### src/rtl/mem_port_arbiter.sv
// mem_port_arbiter
//
// Arbitrates a fetch port (i_*) and a load/store port (d_*) onto one shared
// single-port memory. Data requests win ties, except that an instruction
// request that has watched STARVE_LIMIT consecutive data grants wins the
// next tie. Every transfer is followed by one idle turnaround cycle (the
// cycle in which the x_ack pulse is high). No grant is made in that cycle.
//
// Ports
//   clock, reset              : clock; synchronous active-high reset
//   i_req, i_addr             : fetch request (held until i_ack), byte address
//   i_ack, i_rdata            : one-cycle completion pulse, fetched word
//   d_req, d_we, d_addr,
//   d_wdata                   : load/store request (held until d_ack)
//   d_ack, d_rdata            : one-cycle completion pulse, load data
//   mem_req, mem_we, mem_addr,
//   mem_wdata                 : registered request to memory (word address)
//   mem_ack, mem_rdata        : memory completion and read data
//   i_stall, d_stall          : pipeline freeze, x_req & ~x_ack
module mem_port_arbiter #(
   parameter int unsigned STARVE_LIMIT = 3
) (
   input  logic        clock,
   input  logic        reset,
   input  logic        i_req,
   input  logic [31:0] i_addr,
   output logic        i_ack,
   output logic [31:0] i_rdata,
   input  logic        d_req,
   input  logic        d_we,
   input  logic [31:0] d_addr,
   input  logic [31:0] d_wdata,
   output logic        d_ack,
   output logic [31:0] d_rdata,
   output logic        mem_req,
   output logic        mem_we,
   output logic [29:0] mem_addr,
   output logic [31:0] mem_wdata,
   input  logic        mem_ack,
   input  logic [31:0] mem_rdata,
   output logic        i_stall,
   output logic        d_stall
);

   localparam int unsigned CntW = (STARVE_LIMIT < 1) ? 1 : $clog2(STARVE_LIMIT + 1);
   localparam logic [CntW-1:0] CntMax = CntW'(STARVE_LIMIT);

   typedef enum logic [1:0] {StIdle, StBusyI, StBusyD} state_e;

   state_e          state_q, state_d;
   logic [CntW-1:0] starve_cnt_q, starve_cnt_d;
   logic            mem_req_q, mem_req_d;
   logic            mem_we_q, mem_we_d;
   logic [29:0]     mem_addr_q, mem_addr_d;
   logic [31:0]     mem_wdata_q, mem_wdata_d;
   logic            i_ack_q, i_ack_d;
   logic            d_ack_q, d_ack_d;
   logic [31:0]     i_rdata_q, i_rdata_d;
   logic [31:0]     d_rdata_q, d_rdata_d;

   logic turnaround;
   logic grant_d;
   logic grant_i;

   // Byte-offset bits are don't-care for word accesses.
   logic unused_addr_bits;
   assign unused_addr_bits = ^{i_addr[1:0], d_addr[1:0]};

   always_comb begin
      // An ack pulse marks the turnaround cycle; a request still high then
      // is the one just served, so nobody is granted.
      turnaround = i_ack_q | d_ack_q;
      grant_d    = (state_q == StIdle) & ~turnaround & d_req &
                   (~i_req | (starve_cnt_q != CntMax));
      grant_i    = (state_q == StIdle) & ~turnaround & i_req & ~grant_d;
   end

   always_comb begin
      state_d      = state_q;
      starve_cnt_d = starve_cnt_q;
      mem_req_d    = mem_req_q;
      mem_we_d     = mem_we_q;
      mem_addr_d   = mem_addr_q;
      mem_wdata_d  = mem_wdata_q;
      i_ack_d      = 1'b0;
      d_ack_d      = 1'b0;
      i_rdata_d    = i_rdata_q;
      d_rdata_d    = d_rdata_q;

      unique case (state_q)
         StIdle: begin
            // mem_ack is ignored here; it can only be stale.
            if (grant_d) begin
               state_d     = StBusyD;
               mem_req_d   = 1'b1;
               mem_we_d    = d_we;
               mem_addr_d  = d_addr[31:2];
               mem_wdata_d = d_wdata;
               if (i_req && (starve_cnt_q != CntMax)) begin
                  starve_cnt_d = starve_cnt_q + CntW'(1);
               end
            end else if (grant_i) begin
               state_d      = StBusyI;
               mem_req_d    = 1'b1;
               mem_we_d     = 1'b0;
               mem_addr_d   = i_addr[31:2];
               mem_wdata_d  = 32'h0;
               starve_cnt_d = '0;
            end
         end
         StBusyI: begin
            if (mem_ack) begin
               state_d   = StIdle;
               mem_req_d = 1'b0;
               i_ack_d   = 1'b1;
               i_rdata_d = mem_rdata;
            end
         end
         StBusyD: begin
            if (mem_ack) begin
               state_d   = StIdle;
               mem_req_d = 1'b0;
               d_ack_d   = 1'b1;
               // Stores leave the load-data register untouched.
               if (!mem_we_q) begin
                  d_rdata_d = mem_rdata;
               end
            end
         end
         default: begin
            state_d   = StIdle;
            mem_req_d = 1'b0;
         end
      endcase
   end

   always_ff @(posedge clock) begin
      if (reset) begin
         state_q      <= StIdle;
         starve_cnt_q <= '0;
         mem_req_q    <= 1'b0;
         mem_we_q     <= 1'b0;
         mem_addr_q   <= 30'h0;
         mem_wdata_q  <= 32'h0;
         i_ack_q      <= 1'b0;
         d_ack_q      <= 1'b0;
         i_rdata_q    <= 32'h0;
         d_rdata_q    <= 32'h0;
      end else begin
         state_q      <= state_d;
         starve_cnt_q <= starve_cnt_d;
         mem_req_q    <= mem_req_d;
         mem_we_q     <= mem_we_d;
         mem_addr_q   <= mem_addr_d;
         mem_wdata_q  <= mem_wdata_d;
         i_ack_q      <= i_ack_d;
         d_ack_q      <= d_ack_d;
         i_rdata_q    <= i_rdata_d;
         d_rdata_q    <= d_rdata_d;
      end
   end

   assign mem_req   = mem_req_q;
   assign mem_we    = mem_we_q;
   assign mem_addr  = mem_addr_q;
   assign mem_wdata = mem_wdata_q;
   assign i_ack     = i_ack_q;
   assign d_ack     = d_ack_q;
   assign i_rdata   = i_rdata_q;
   assign d_rdata   = d_rdata_q;
   assign i_stall   = i_req & ~i_ack_q;
   assign d_stall   = d_req & ~d_ack_q;

endmodule

### config.mk
export PLATFORM = sky130hd
export DESIGN_NAME = mem_port_arbiter
export DESIGN_NICKNAME = d
export VERILOG_FILES = /design/src/rtl/mem_port_arbiter.sv
export SDC_FILE = /design/constraint.sdc
export NUM_CORES = 1
export LEC_CHECK = 0
export ABC_AREA = 1
export CORE_ASPECT_RATIO = 0.6
export CORE_MARGIN = 2
export CORE_UTILIZATION = 42
export CTS_BUF_LIST = sky130_fd_sc_hd__clkbuf_16
export CTS_CLUSTER_SIZE = 14
export DETAILED_ROUTE_END_ITERATION = 16
export PLACE_DENSITY = 0.89
export SYNTH_ARGS = -nofsm -noshare
export SYNTH_HDL_FRONTEND = slang
export SYNTH_SLANG_ARGS = --single-unit
### constraint.sdc
create_clock -name clock -period 3.7 [get_ports clock]
set_input_delay 0.74 -clock clock [delete_from_list [all_inputs] [get_ports clock]]
set_output_delay 0.74 -clock clock [all_outputs]
set_load 0.05 [all_outputs]
# ---- Word-level counts from Yosys, hierarchy flattened
# Cells that the tools add are included.
dict set report op_classes {
  n_reduce_logical 11
  add_sub_neg 1
  n_bitwise 17
  eq_ne 6
  n_mux 18
}
# op n
set ops {}
lappend ops {{$mux 32} 2}
lappend ops {{$mux 30} 2}
lappend ops {{$mux 2} 6}
lappend ops {{$not 1->1} 8}
lappend ops {{$and 1x1->1} 7}
lappend ops {{$mux 1} 6}
lappend ops {{$reduce_and 2->1} 3}
lappend ops {{$reduce_and 3->1} 2}
lappend ops {{$reduce_or 2->1} 3}
lappend ops {{$ne 2x1->1 const B} 2}
lappend ops {{$pmux 2 s2} 1}
lappend ops {{$ne 3x3->1 const B} 1}
lappend ops {{$add 2x1->2 const B} 1}
lappend ops {{$eq 2x1->1 const B} 1}
lappend ops {{$eq 2x2->1 const B} 1}
lappend ops {{$logic_not 2->1} 1}
lappend ops {{$ne 2x2->1 const B} 1}
lappend ops {{$or 1x1->1} 2}
lappend ops {{$pmux 1 s2} 1}
lappend ops {{$reduce_bool 2->1} 1}
lappend ops {{$logic_and 1x1->1} 1}
dict set report totals {
  elab_cells 63
  regBits 134
}

# ---- Logic depth before layout (Yosys ltp)
dict set report logic_depth {
  ltp_word 10
  ltp_mapped 10
  depth_no_buf 9
}

# ---- Worst setup path after synthesis
# No wires, ideal clock.
dict set report synth_path {
  path_type {in2reg}
  from {input i_req}
  to {register starve_cnt_q[0]}
  setup_time_ns 0.128
  path_slack_ns 1.307
  t_arrival_ns 2.266
  path_buffers 2
  required_time_ns 3.572
  stages 7
  path_cell_list {inv_1 -> nor2_1 -> nand2_1 -> buf_2 -> buf_2 -> a21oi_1 -> nor2_1}
}
dict set report synth_between {
  elab_chain_cells 7
  elab_cells_between_ends 11
  classes_between {eq/ne: 1; mux: 1; bitwise: 6; reduce/logical: 3}
}
# element line_no
set synth_rtl {}
lappend synth_rtl {{start: declaration} 25} ;# input logic i_req,
lappend synth_rtl {{$not 1->1} 74} ;# (~i_req | (starve_cnt_q != CntMax));
lappend synth_rtl {{$or 1x1->1} 74}
lappend synth_rtl {{$and 1x1->1} 73} ;# grant_d = (state_q == StIdle) & ~turnaround & d_req &
lappend synth_rtl {{$not 1->1} 75} ;# grant_i = (state_q == StIdle) & ~turnaround & i_req & ~grant_d;
lappend synth_rtl {{$and 1x1->1} 75}
lappend synth_rtl {{$reduce_bool 2->1 (no source line)} n/a}
lappend synth_rtl {{$reduce_and 3->1 (no source line)} n/a}
lappend synth_rtl {{end signal: assignment} 151} ;# starve_cnt_q <= starve_cnt_d;
lappend synth_rtl {{end: declaration} 51} ;# logic [CntW-1:0] starve_cnt_q, starve_cnt_d;
# Several ways; a longest one is shown, not always the timed one.
# A chain may end at the register's enable or synchronous reset.

# ---- Worst setup path in the final report
dict set report layout_path {
  from {input i_req}
  to {output i_stall}
}
dict set report layout_between {
  elab_chain_cells 1
}
# element line_no
set layout_rtl {}
lappend layout_rtl {{$and 1x1->1} 171} ;# assign i_stall = i_req & ~i_ack_q;
lappend layout_rtl {{end: declaration} 41} ;# output logic i_stall,
# Every way passes these cells.

==> results.md <==
- The global-route wire length before repair is 25100 µm.
- In the synthesized netlist the async set-or-reset flop fraction comes to 0.
- The largest total area in the synthesized netlist belongs to sky130_fd_sc_hd__dfxtp_1.
- The count of final hold-check violations came to 0.
- The weighted congestion reported at the end of routability-driven placement is 0.802.
- The die covers 12800 µm².
- sky130_fd_sc_hd__nor2_1 is the most common cell in the netlist.
- The detailed router placed 5259 vias in this run.
- The die is 145 µm wide.
- The predominant post-synthesis flop cell is sky130_fd_sc_hd__dfxtp_1.
- The highest clock frequency the design can meet is 0.332 GHz.
- After detailed routing, the number of remaining DRC violations is 0.
- The aggregate global-route resource usage is 0.252.
- The class of the most critical hold timing path is register to register.
- The detailed router finished its first iteration with 273 violations.
- The repair_antennas step left the layout with diodes totalling 0.
- From synthesis to final layout, the design area changed by 65.1%.
- For the worst setup path, the data arrival time is 2.27 ns.
- The count of buffers added by post-CTS timing repair for setup is 0.
- The worst relative slew slack is 0.258.
- During placement, the flow inserted port buffers numbering 261.
- In the post-synthesis netlist, the biggest area contributors are sky130_fd_sc_hd__dfxtp_1 (54%), sky130_fd_sc_hd__nor2_1 (10%), sky130_fd_sc_hd__nand3_1 (9.6%).
- The pin count of the biggest net entering global routing is 97.
- The type of destination of the critical path is a primary output.
- Summed over all failing endpoints, the final setup total negative slack is 0 ns.
- The number of CTS-inserted buffers is 17.
- Of the cells placed in the final design, the portion with a size suffix greater than 1 is 0.0506.
- The worst-case IR drop observed on VDD is 0.000342 V.
- The level count of the clock H-tree is 4.
- The clock latency on the worst-skew pair is 0.40 ns.
- The number of nets with antenna violations after detailed routing is 0.
- The number of top-level pins is 266.
- The via count of the first global-routing pass is 4903.
- The count of filler cells inserted in the layout is 901.
- Max-cap violations in this run came to 0.
- Wires add up to 16400 µm.
- The maximum fanout count along the critical path is 2.
- Along the worst hold path, the cell count comes to 2.
- The fraction of the core area covered by cells at the end of the flow is 0.720.
- Yosys mapped the design onto 17 distinct sky130hd cell types.
- Dividing the detail-routed wire length by the instance count gives 15.6 µm.
- The flow ran to the end, and the final reports show no timing, DRC or antenna violations.
- Setup repair after global routing left no endpoint under its margin.
- The category of the critical setup timing path is input pin to primary output.
- Measured in cells, the most critical reg-to-reg path has a length of 10.
- On the final layout, the worst clock skew is 0.0131 ns.
- The sequential cell area fraction in the yosys report is 0.537.
- The count of state elements after synthesis is 134.
- The synthesis warning total is 0.
- The area share of the largest cell type after synthesis is 0.537.
- The total nets after synthesis is 781.
- Counting instances in the post-synthesis netlist gives the leading cell types as sky130_fd_sc_hd__nor2_1 (135), sky130_fd_sc_hd__dfxtp_1 (134), sky130_fd_sc_hd__nand3_1 (96).
- In this run, synthesis inferred 0 flip-flops with an integrated enable.
- Setup violations remaining at the end of the flow were counted as 0.
- The number of gates resized after CTS was 0.
- The placeable core area is 11400 µm².
- In this run the power density over the cells is 598 nW/µm².
- After the last flow step, the layout net total stands at 1015.
- Synthesis handed over a netlist of 643 instances.
- The initial antenna violation count is 0.
- CTS placed an instance of sky130_fd_sc_hd__clkbuf_16 at the clock tree root.
- The number of max-slew violations in the final report is 0.
- The initialized floorplan defines 30 standard-cell rows.
- The total number of clock tree sinks is 134.
- The transition time of the tightest slew-check pin is 1.11 ns.
- The startpoint kind of the worst setup timing path is an input pin.
- The maximum root-to-sink buffer count is 2.
- The floorplan step set the die height to 88.5 µm.
- The detailed-route vias per instance is 5.01.
- Of the available clock period, the critical path in the final layout requires 0.813.
- Clock-pin slew was measured on the worst setup and hold paths at 0.06 ns.
- The half-perimeter wire length of the detailed placement result is 11000 µm.
- The average size of a mapped cell is 7.77 µm².
- After global routing the overflow that remains totals 0.
- The clock period minus worst slack is 3.01 ns.
- TritonCTS built the clock tree.
- The initial standard-cell utilization of the core is 0.436.
- The number of hold buffers added after CTS was 0.
- The mapped netlist covers 5000 µm².
- The first TritonRoute pass finished after 4 iterations.
- Summed over all cells, the static leakage comes to 3.10 nW.
- The worst path required time is 2.96 ns.
## final timing paths
kind / from / end / slack [ns]
worst max-delay path: i_req / i_stall / 0.69
worst max register to register: state_q[0]$_SDFFE_PP0P_ / state_q[1]$_SDFFE_PP0P_ / 1.51
worst min-delay path: mem_req$_SDFFE_PP0P_ / mem_req$_SDFFE_PP0P_ / 0.47
worst min register to register: mem_req$_SDFFE_PP0P_ / mem_req$_SDFFE_PP0P_ / 0.47
## critical path: stages
cell	delay, ns
sky130_fd_sc_hd__clkdlybuf4s50_1	0.48
sky130_fd_sc_hd__inv_1	0.04
sky130_fd_sc_hd__nor2_1	0.14
sky130_fd_sc_hd__clkdlybuf4s50_1	0.86
## final cells by class
class,count,area [µm²],share of cell area
clock buffer,17,425,0.0516
clock inverter,14,174,0.0211
inverter,11,41.3,0.00501
multi-input combinational,445,2050,0.249
sequential,134,2680,0.325
tap,160,200,0.0243
timing repair buffer,268,2670,0.324
## kinds of logic after synthesis
logic type	share of synthesized area
compound gates	0.141
simple gates	0.257
flops	0.537
fa+ha+maj	0.0100
buf+inv	0.0548
## metrics by stage
| step | cell area (µm²) | hold WS (ns) | cells | worst slack [ns] | power (mW) |
|---|---|---|---|---|---|
| finish | 8250 | 0.474 | 1049 | 0.692 | 4.93 |
| floorplan | 5000 | 0.448 | 643 | 1.31 | 2.68 |
| CTS | 8250 | 0.479 | 1049 | 0.688 | 4.96 |
| global route | 8250 | 0.497 | 1049 | 0.625 | 5.13 |
| detailed placement | 7650 | 0.469 | 1018 | 0.693 | 3.25 |
| global placement | 7650 | 0.455 | 1018 | 0.725 | 3.23 |
## sequential cells by signal (all words and copies together) (netlist names)
register      count
mem_req           1
d_rdata          32
starve_cnt_q      2
mem_wdata        32
mem_addr         30
state_q           2
mem_we            1
i_rdata          32
d_ack             1
i_ack             1
## cells in the final DEF, fill, tap and decap left out
cell / netlist / routed
sky130_fd_sc_hd__a21oi_1: 38 / 38
sky130_fd_sc_hd__a31oi_1: 30 / 30
sky130_fd_sc_hd__buf_12: 0 / 1
sky130_fd_sc_hd__buf_2: 12 / 1
sky130_fd_sc_hd__buf_4: 5 / 6
sky130_fd_sc_hd__bufinv_16: 0 / 3
sky130_fd_sc_hd__clkbuf_16: 0 / 17
sky130_fd_sc_hd__clkdlybuf4s50_1: 0 / 260
sky130_fd_sc_hd__clkinv_1: 0 / 1
sky130_fd_sc_hd__clkinv_2: 0 / 1
sky130_fd_sc_hd__clkinv_4: 0 / 1
sky130_fd_sc_hd__clkinvlp_4: 0 / 3
sky130_fd_sc_hd__dfxtp_1: 134 / 134
sky130_fd_sc_hd__ha_1: 4 / 4
sky130_fd_sc_hd__inv_1: 8 / 8
sky130_fd_sc_hd__inv_2: 3 / 3
sky130_fd_sc_hd__inv_6: 0 / 5
sky130_fd_sc_hd__nand2_1: 74 / 73
sky130_fd_sc_hd__nand2_2: 0 / 1
sky130_fd_sc_hd__nand3_1: 96 / 96
sky130_fd_sc_hd__nand3_4: 0 / 1
sky130_fd_sc_hd__nor2_1: 135 / 134
sky130_fd_sc_hd__nor2_2: 1 / 2
sky130_fd_sc_hd__nor3_1: 1 / 1
sky130_fd_sc_hd__o21ai_0: 65 / 65
## where the power goes
part	internal, mW	switching [mW]	leakage (nW)
logic	0.518	1.02	1.72
clock network	1.06	0.646	0.285
registers	1.60	0.0814	1.09
total	3.19	1.75	3.10
## layer usage
metal,wire length (µm),vias up,share of wire,global-route usage
li1,-,2621,-,-
met5,0,-,0,0
met4,233,0,0.014,0.0697
met3,1670,22,0.10,0.0996
met1,6810,2417,0.42,0.307
met2,7680,199,0.47,0.421
(Power assumes the default switching activity.)
